$ cat src/rtl/start_counter_bank.sv
// start_counter_bank: per-channel start/stop up/down counters posting terminal events on one valid/ready port.
// Optional coherent count snapshot when COUNTER_BANK_SNAPSHOT_EN is defined.
module start_counter_bank #(
  parameter int WIDTH    = 8,
  parameter int CHANNELS = 4,
  parameter int CHW      = (CHANNELS > 1) ? $clog2(CHANNELS) : 1
) (
  input  logic                      clk,
  input  logic                      reset,
  input  logic [CHANNELS-1:0]       start,
  input  logic [CHANNELS-1:0]       stop,
  input  logic                      cfg_we,
  input  logic [CHW-1:0]            cfg_chan,
  input  logic [WIDTH-1:0]          cfg_limit,
  input  logic                      cfg_down,
  input  logic                      cfg_reload,
  output logic [CHANNELS*WIDTH-1:0] count,
  output logic [CHANNELS-1:0]       busy,
  output logic [CHANNELS-1:0]       overrun,
  output logic                      done_valid,
  output logic [CHW-1:0]            done_chan,
  input  logic                      done_ready
`ifdef COUNTER_BANK_SNAPSHOT_EN
  ,
  input  logic                      snap,
  output logic [CHANNELS*WIDTH-1:0] snap_count
`endif
);

  typedef enum logic {S_IDLE = 1'b0, S_RUN = 1'b1} state_e;

  state_e              state_q [CHANNELS];
  state_e              state_d [CHANNELS];
  logic [WIDTH-1:0]    count_q [CHANNELS];
  logic [WIDTH-1:0]    count_d [CHANNELS];
  logic [WIDTH-1:0]    limit_q [CHANNELS];
  logic [WIDTH-1:0]    limit_d [CHANNELS];
  logic [CHANNELS-1:0] down_q, down_d;
  logic [CHANNELS-1:0] reload_q, reload_d;
  logic [CHANNELS-1:0] pending_q, pending_d;
  logic [CHANNELS-1:0] overrun_q, overrun_d;
  logic [CHANNELS-1:0] hit, clr;
  logic                done_valid_q, done_valid_d;
  logic [CHW-1:0]      done_chan_q, done_chan_d;
  logic                found;

  always_comb begin
    state_d      = state_q;
    count_d      = count_q;
    limit_d      = limit_q;
    down_d       = down_q;
    reload_d     = reload_q;
    pending_d    = pending_q;
    overrun_d    = overrun_q;
    hit          = '0;
    clr          = '0;
    done_valid_d = 1'b0;
    done_chan_d  = '0;
    found        = 1'b0;

    for (int unsigned i = 0; i < CHANNELS; i++) begin
      clr[i] = done_valid_q && done_ready && (done_chan_q == CHW'(i));

      // Priority: stop, then start/restart, then terminal check or step.
      if (stop[i]) begin
        state_d[i] = S_IDLE;
      end else if (start[i]) begin
        state_d[i]   = S_RUN;
        count_d[i]   = down_q[i] ? limit_q[i] : '0;
        overrun_d[i] = 1'b0;
      end else if (state_q[i] == S_RUN) begin
        if (count_q[i] == (down_q[i] ? '0 : limit_q[i])) begin
          hit[i] = 1'b1;
          if (reload_q[i]) count_d[i] = down_q[i] ? limit_q[i] : '0;
          else             state_d[i] = S_IDLE;
        end else begin
          count_d[i] = down_q[i] ? count_q[i] - WIDTH'(1) : count_q[i] + WIDTH'(1);
        end
      end

      if (clr[i]) pending_d[i] = 1'b0;
      if (hit[i]) begin
        if (pending_q[i] && !clr[i]) overrun_d[i] = 1'b1;
        pending_d[i] = 1'b1;
      end

      // Out-of-range cfg_chan never matches any index, so it is dropped here.
      if (cfg_we && (cfg_chan == CHW'(i)) && (state_q[i] == S_IDLE)) begin
        limit_d[i]  = cfg_limit;
        down_d[i]   = cfg_down;
        reload_d[i] = cfg_reload;
      end
    end

    done_valid_d = |pending_d;
    for (int unsigned i = 0; i < CHANNELS; i++) begin
      if (pending_d[i] && !found) begin
        done_chan_d = CHW'(i);
        found       = 1'b1;
      end
    end
  end

  always_ff @(posedge clk) begin
    if (!reset) begin
      for (int unsigned i = 0; i < CHANNELS; i++) begin
        state_q[i] <= S_IDLE;
        count_q[i] <= '0;
        limit_q[i] <= '1;
      end
      down_q       <= '0;
      reload_q     <= '0;
      pending_q    <= '0;
      overrun_q    <= '0;
      done_valid_q <= 1'b0;
      done_chan_q  <= '0;
    end else begin
      state_q      <= state_d;
      count_q      <= count_d;
      limit_q      <= limit_d;
      down_q       <= down_d;
      reload_q     <= reload_d;
      pending_q    <= pending_d;
      overrun_q    <= overrun_d;
      done_valid_q <= done_valid_d;
      done_chan_q  <= done_chan_d;
    end
  end

  for (genvar g = 0; g < CHANNELS; g++) begin : g_out
    assign count[g*WIDTH +: WIDTH] = count_q[g];
    assign busy[g]                 = (state_q[g] == S_RUN);
  end

  assign overrun    = overrun_q;
  assign done_valid = done_valid_q;
  assign done_chan  = done_chan_q;

`ifdef COUNTER_BANK_SNAPSHOT_EN
  logic [CHANNELS*WIDTH-1:0] snap_q;

  always_ff @(posedge clk) begin
    if (!reset)    snap_q <= '0;
    else if (snap) snap_q <= count;
  end

  assign snap_count = snap_q;
`endif

endmodule

$ cat config.mk
export PLATFORM = sky130hd
export DESIGN_NAME = start_counter_bank
export DESIGN_NICKNAME = d
export VERILOG_FILES = /design/src/rtl/start_counter_bank.sv
export SDC_FILE = /design/constraint.sdc
export NUM_CORES = 1
export LEC_CHECK = 0
export BUFFER_PORTS_ARGS = -buffer_cell sky130_fd_sc_hd__buf_4
export CAP_MARGIN = 15
export CELL_PAD_IN_SITES_DETAIL_PLACEMENT = 0
export CELL_PAD_IN_SITES_GLOBAL_PLACEMENT = 1
export CORE_ASPECT_RATIO = 1.5
export CORE_UTILIZATION = 40
export CTS_BUF_LIST = sky130_fd_sc_hd__clkbuf_8
export DETAILED_ROUTE_END_ITERATION = 6
export PLACE_DENSITY = 0.87
export REMOVE_ABC_BUFFERS = 1
export SLEW_MARGIN = 25
export SYNTH_ARGS = -nofsm -noshare
export SYNTH_HDL_FRONTEND = slang
export SYNTH_SLANG_ARGS = --single-unit
$ cat constraint.sdc
create_clock -name clk -period 2.3 [get_ports clk]
set_input_delay 0.46 -clock clk [delete_from_list [all_inputs] [get_ports clk]]
set_output_delay 0.46 -clock clk [all_outputs]
set_load 0.03 [all_outputs]
### Yosys cells after proc, flatten, opt, wreduce, memory -nomap -nowiden

Cells that the tools add are included.

| cells by class | value |
|---|---|
| mux-type cells | 90 |
| bitwise operators | 9 |
| reduce and logical (&&, ||, !) cells | 42 |
| eq/ne operators | 14 |
| add/sub/neg operators | 8 |

Operators by type and width:

| cell | number |
|---|---|
| two-way mux 8 bit | 28 |
| two-way mux 1 bit | 60 |
| adder 8 x 1 -> 8 bit (second input constant) | 4 |
| equality test 8 bit | 4 |
| subtractor 8 x 1 -> 8 bit (second input constant) | 4 |
| logical AND 1 bit | 20 |
| != test 3 bit (second input constant) | 4 |
| AND reduction 3 bit | 4 |
| NOT 1 bit | 9 |
| equality test 2 bit (second input constant) | 4 |
| nonzero test 2 bit | 4 |
| OR reduction 2 bit | 4 |
| zero test 1 bit | 7 |
| equality test 2 x 1 -> 1 bit (second input constant) | 2 |
| zero test 2 bit | 2 |
| two-way mux 2 bit | 2 |
| OR reduction 4 bit | 1 |

| word-level totals | value |
|---|---|
| input port bits | 24 |
| register bits after elaboration | 87 |
| word-level logic and storage cells | 187 |

### Longest topological paths before layout

| depth | value |
|---|---|
| depth in word-level cells | 17 |
| gate-level depth with buffers | 10 |

### Worst setup path after synthesis

Ideal clock, no wire load.

| timing | value |
|---|---|
| path kind | reg-to-reg |
| start | reg count_q (netlist bit count[10]) |
| end | reg count_q (netlist bit count[15]) |
| arrival | 2.065 ns |
| setup slack | 0.105 ns |
| setup time | 0.130 ns |
| data required time | 2.170 ns |
| stages on the path, launching flop included | 9 |
| path through | dfxtp_1 -> ha_1 -> and3_1 -> a221o_1 -> nor4_1 -> nor3_1 -> xnor2_1 -> mux2i_1 -> o22ai_1 |

| on the way | value |
|---|---|
| word-level cells in the longest chain between the ends | 5 |
| elaborated cells between the ends (all ways) | 9 |
| those cells by class | add/sub: 2; eq/ne: 2; mux: 4; reduce/logical: 1 |

Ends and longest elaborated chain:

| item | line | source |
|---|---|---|
| start: declaration | 34 | `logic [WIDTH-1:0] count_q [CHANNELS];` |
| start signal: assignment | 119 | `count_q <= count_d;` |
| adder 8 x 1 -> 8 bit or subtractor 8 x 1 -> 8 bit (tied branches) | 77 | `count_d[i] = down_q[i] ? count_q[i] - WIDTH'(1) : count_q[i] + WIDTH'(1);` |
| two-way mux 8 bit | 77 |  |
| two-way mux 8 bit | 72 | `if (count_q[i] == (down_q[i] ? '0 : limit_q[i])) begin` |
| two-way mux 8 bit | 71 | `end else if (state_q[i] == S_RUN) begin` |
| two-way mux 8 bit | 67 | `end else if (start[i]) begin` |

Parallel ways exist; a longest one is shown, timed or not. The select of a mux whose other input is x is not followed.
A chain may end at the register's enable or synchronous reset.

### Worst setup path after layout

| timing | value |
|---|---|
| start | reg down_q[2] |
| end | reg count_q (netlist bit count[17]) |

| on the way | value |
|---|---|
| word-level cells in the longest chain between the ends | 5 |
| elaborated cells between the ends (all ways) | 10 |
| those cells by class | eq/ne: 2; mux: 7; reduce/logical: 1 |

Ends and longest elaborated chain:

| item | line | source |
|---|---|---|
| start: declaration | 38 | `logic [CHANNELS-1:0] down_q, down_d;` |
| start signal: assignment | 121 | `down_q <= down_d;` |
| two-way mux 8 bit (on tied branches) | 72, 69, 74 |  |
| equality test 8 bit or two-way mux 8 bit (tied branches) | 72, 74 |  |
| two-way mux 8 bit | 72 |  |
| two-way mux 8 bit | 71 |  |
| two-way mux 8 bit | 67 |  |

Parallel ways exist; a longest one is shown, timed or not. The select of a mux whose other input is x is not followed.

==> flow_summary.ini <==
[outcome]
outcome = finished, final reports clean

[clock_network]
clockRootBuffer = clkbuf_8
clock_path_buffers = 2
cts_tree = yes
ctsHoldBuffers = 0
clkTransAtPathRegs_ns = 0.09
cts_sinks = 87
h-tree-depth = 3
insertion_delay_ns = 0.36
numCtsBuffers = 9

[flow_run]
max_cap_violations = 0

[cells_and_area]
multi_input_area_um2 = 3410
antenna_cells = 0
fin_util = 0.504
final_cells = 931
syn2layout_area_growth_pct = 22.8
fillCellCount = 1243
nNetsFinal = 819
drive_gt1_frac = 0.209
regArea_um2 = 1760
fin_area_um2 = 6530

[setup_path]
startpoint_type = flop
rrSetupSlack_ns = 0.02
rr_startpoint = down_q[2]$_SDFFE_PN0P_
slowest_stage = a2111oi_4
path_cells = nor4b_4, a32oi_2, a2111oi_4, nand2_2, o31ai_4, buf_12, buf_8, a21oi_1, o21a_1
critPathMaxFanout = 8
arrival_ns = 2.54
slowest_delay_ns = 0.46
crit_type = flop to flop
required_ns = 2.57
reg2reg_to = count[17]$_SDFFE_PN0P_
r2r_cells = 9
worstSetupEndpointType = flop

[yosys]
syn-instance-count = 676
ys.flop_type = dfxtp_1
ys.warnings.count = 0
ys_async_sr_fraction = 0
synth-edff-count = 0
synthesis.area_um2 = 5320
avgSynthCellArea_um2 = 7.87
synth_seq_cells = 87
yosysSeqAreaShare = 0.327
yosysUniqueCellTypes = 77

[placement]
pre_cts_slack_ns = -0.138
gp_congestion = 0.935
port_buffers = 66
place_inst = 906
placed_cell_area_um2 = 6150
hpwl_um = 11200

[pwr]
intPower_mw = 2.34
p_total_mw = 3.46
leakagePower_nw = 2.74
power_frac_seq = 0.488
p_comb_frac = 0.235
swShare = 0.323
clkPwrFrac = 0.276
power.switching_mw = 1.12
ir_drop_mv = 0.263
p_per_area_nw_per_um2 = 530

[sta]
tightestPinTransition_ns = 0.707
period_share = 0.989
setup_viol = 0
whs_ns = 0.357
tns_ns = 0
slew_headroom = 0.525
rsz0062_at_grt = yes
finalMaxSlewViolations = 0
fin_ws_ns = 0.0246
fin_crit_ns = 2.28
clock_skew_ns = 0.0100
max_freq_ghz = 0.439
hold_violations = 0

[route]
firstDrtPassIters = 5
viasPerCell = 5.69
vias = 5298
avgRoutedWirePerCell_um = 16.2
drc = 0
drt_wl_total_um = 15100
drt_iter0_drc = 266
ant_nets = 0

[global_routing]
antenna_found_initial = 0
grt_pass1_vias = 5056
globalRouteOverflowTotal = 0
grt_usage = 0.227
grt_max_degree = 48
grt_pass1_wl_um = 24400

[floorplanning]
rows = 51
initial_utilization = 0.411
die_area_um2 = 13800
fp.dieW_um = 96.2
io_pins = 67
core-area_um2 = 13000
die_h_um = 143

[min_path]
hp-start = cfg_limit[0]
hold_class = primary input to flop
min_delay_path_depth = 3
hold_end = limit_q[8]$_SDFFE_PN1P_
cells in the final DEF, fill, tap and decap left out, types with 6 or more instances in the layout:
cell | synthesis | routed
buf_4 | 0 | 101
nand2_1 | 99 | 98
dfxtp_1 | 87 | 75
nor2_1 | 55 | 54
inv_1 | 39 | 42
nand3_1 | 42 | 42
a21oi_1 | 34 | 34
o21ai_0 | 32 | 31
ha_1 | 24 | 24
xnor2_1 | 21 | 20
nand2b_1 | 16 | 16
a31oi_1 | 15 | 14
nor2b_1 | 14 | 13
nor3_1 | 13 | 13
a211oi_1 | 12 | 12
clkbuf_8 | 0 | 10
dfxtp_2 | 0 | 10
o211ai_1 | 9 | 9
a22oi_1 | 7 | 7
o21a_1 | 6 | 6
or3_1 | 6 | 6
and2_1 | 6 | 6
power groups by stage:
stage                     Combinational (mW)  Sequential [mW]  Clock (mW)
after floorplan                        0.385             1.79           0
after global placement                 0.758             1.72           0
after detailed placement               0.776             1.72           0
after CTS                              0.779             1.69       0.978
after global routing                   0.892             1.70        1.05
final                                  0.814             1.69       0.957
worst max-delay path by stage:
stage,from,endpoint,slack [ns],cells after the start
2_1_floorplan,count[24]$_SDFFE_PN0P_,count[25]$_SDFFE_PN0P_,-0.11,6
3_3_place_gp,down_q[0]$_SDFFE_PN0P_,count[7]$_SDFFE_PN0P_,-0.05,8
3_5_place_dp,down_q[0]$_SDFFE_PN0P_,count[7]$_SDFFE_PN0P_,-0.14,7
4_1_cts,count[9]$_SDFFE_PN0P_,count[15]$_SDFFE_PN0P_,0.004,8
5_1_grt,down_q[2]$_SDFFE_PN0P_,count[17]$_SDFFE_PN0P_,-0.09,9
6_report,down_q[2]$_SDFFE_PN0P_,count[17]$_SDFFE_PN0P_,0.02,9
registers in the layout, indices dropped and copies added, names as in the netlist:
register,flops
count,32
limit_q,32
busy,4
down_q,4
overrun,4
pending_q,4
reload_q,4
done_chan,2
done_valid,1
layout make-up:
type,instances,share of cell area
multi-input cells,522,0.522
flip-flops and latches,87,0.270
repair buffers,107,0.129
well taps,159,0.0304
inverters,40,0.0230
clock buffers,10,0.0211
clock inverters,6,0.00460
critical path, delay by kind of cell (launching register included):
kind	cells	cell delay, ns
buffers and inverters	2	0.28
and+or+nand+nor	2	0.45
DFF	1	0.38
AOI/OAI and AO/OA	5	1.05
Yosys cell counts, types with 13 or more instances:
cell type,number,share of area
nand2_1,99,0.070
nor2_1,55,0.039
nor3_1,13,0.012
ha_1,24,0.056
dfxtp_1,87,0.33
xnor2_1,21,0.035
a21oi_1,34,0.032
inv_1,39,0.028
nand2b_1,16,0.019
nand3_1,42,0.040
nor2b_1,14,0.016
o21ai_0,32,0.030
a31oi_1,15,0.018
clkbuf_1,21,0.015
logic make-up after synthesis:
kind of cell,synth area share
buf+inv,0.0510
simple gates,0.251
mux,0.00800
fa+ha+maj,0.0715
flops,0.327
compound gates,0.250
xor+xnor,0.0412
per-layer routing:
layer	GRT usage	vias up	part of all wire
li1	-	2621	-
met1	0.268	2517	0.41
met2	0.405	130	0.53
met3	0.0304	30	0.035
met4	0.0903	0	0.025
met5	0	-	0
timing repair:
action / 4_1_cts / 5_1_grt
resized for setup: 3 / 41
pin swaps: 0 / 10
setup endpoints to repair: 8 / 26
buffers inserted: 0 / 9
No activity file was read; power rests on OpenSTA's default activity.
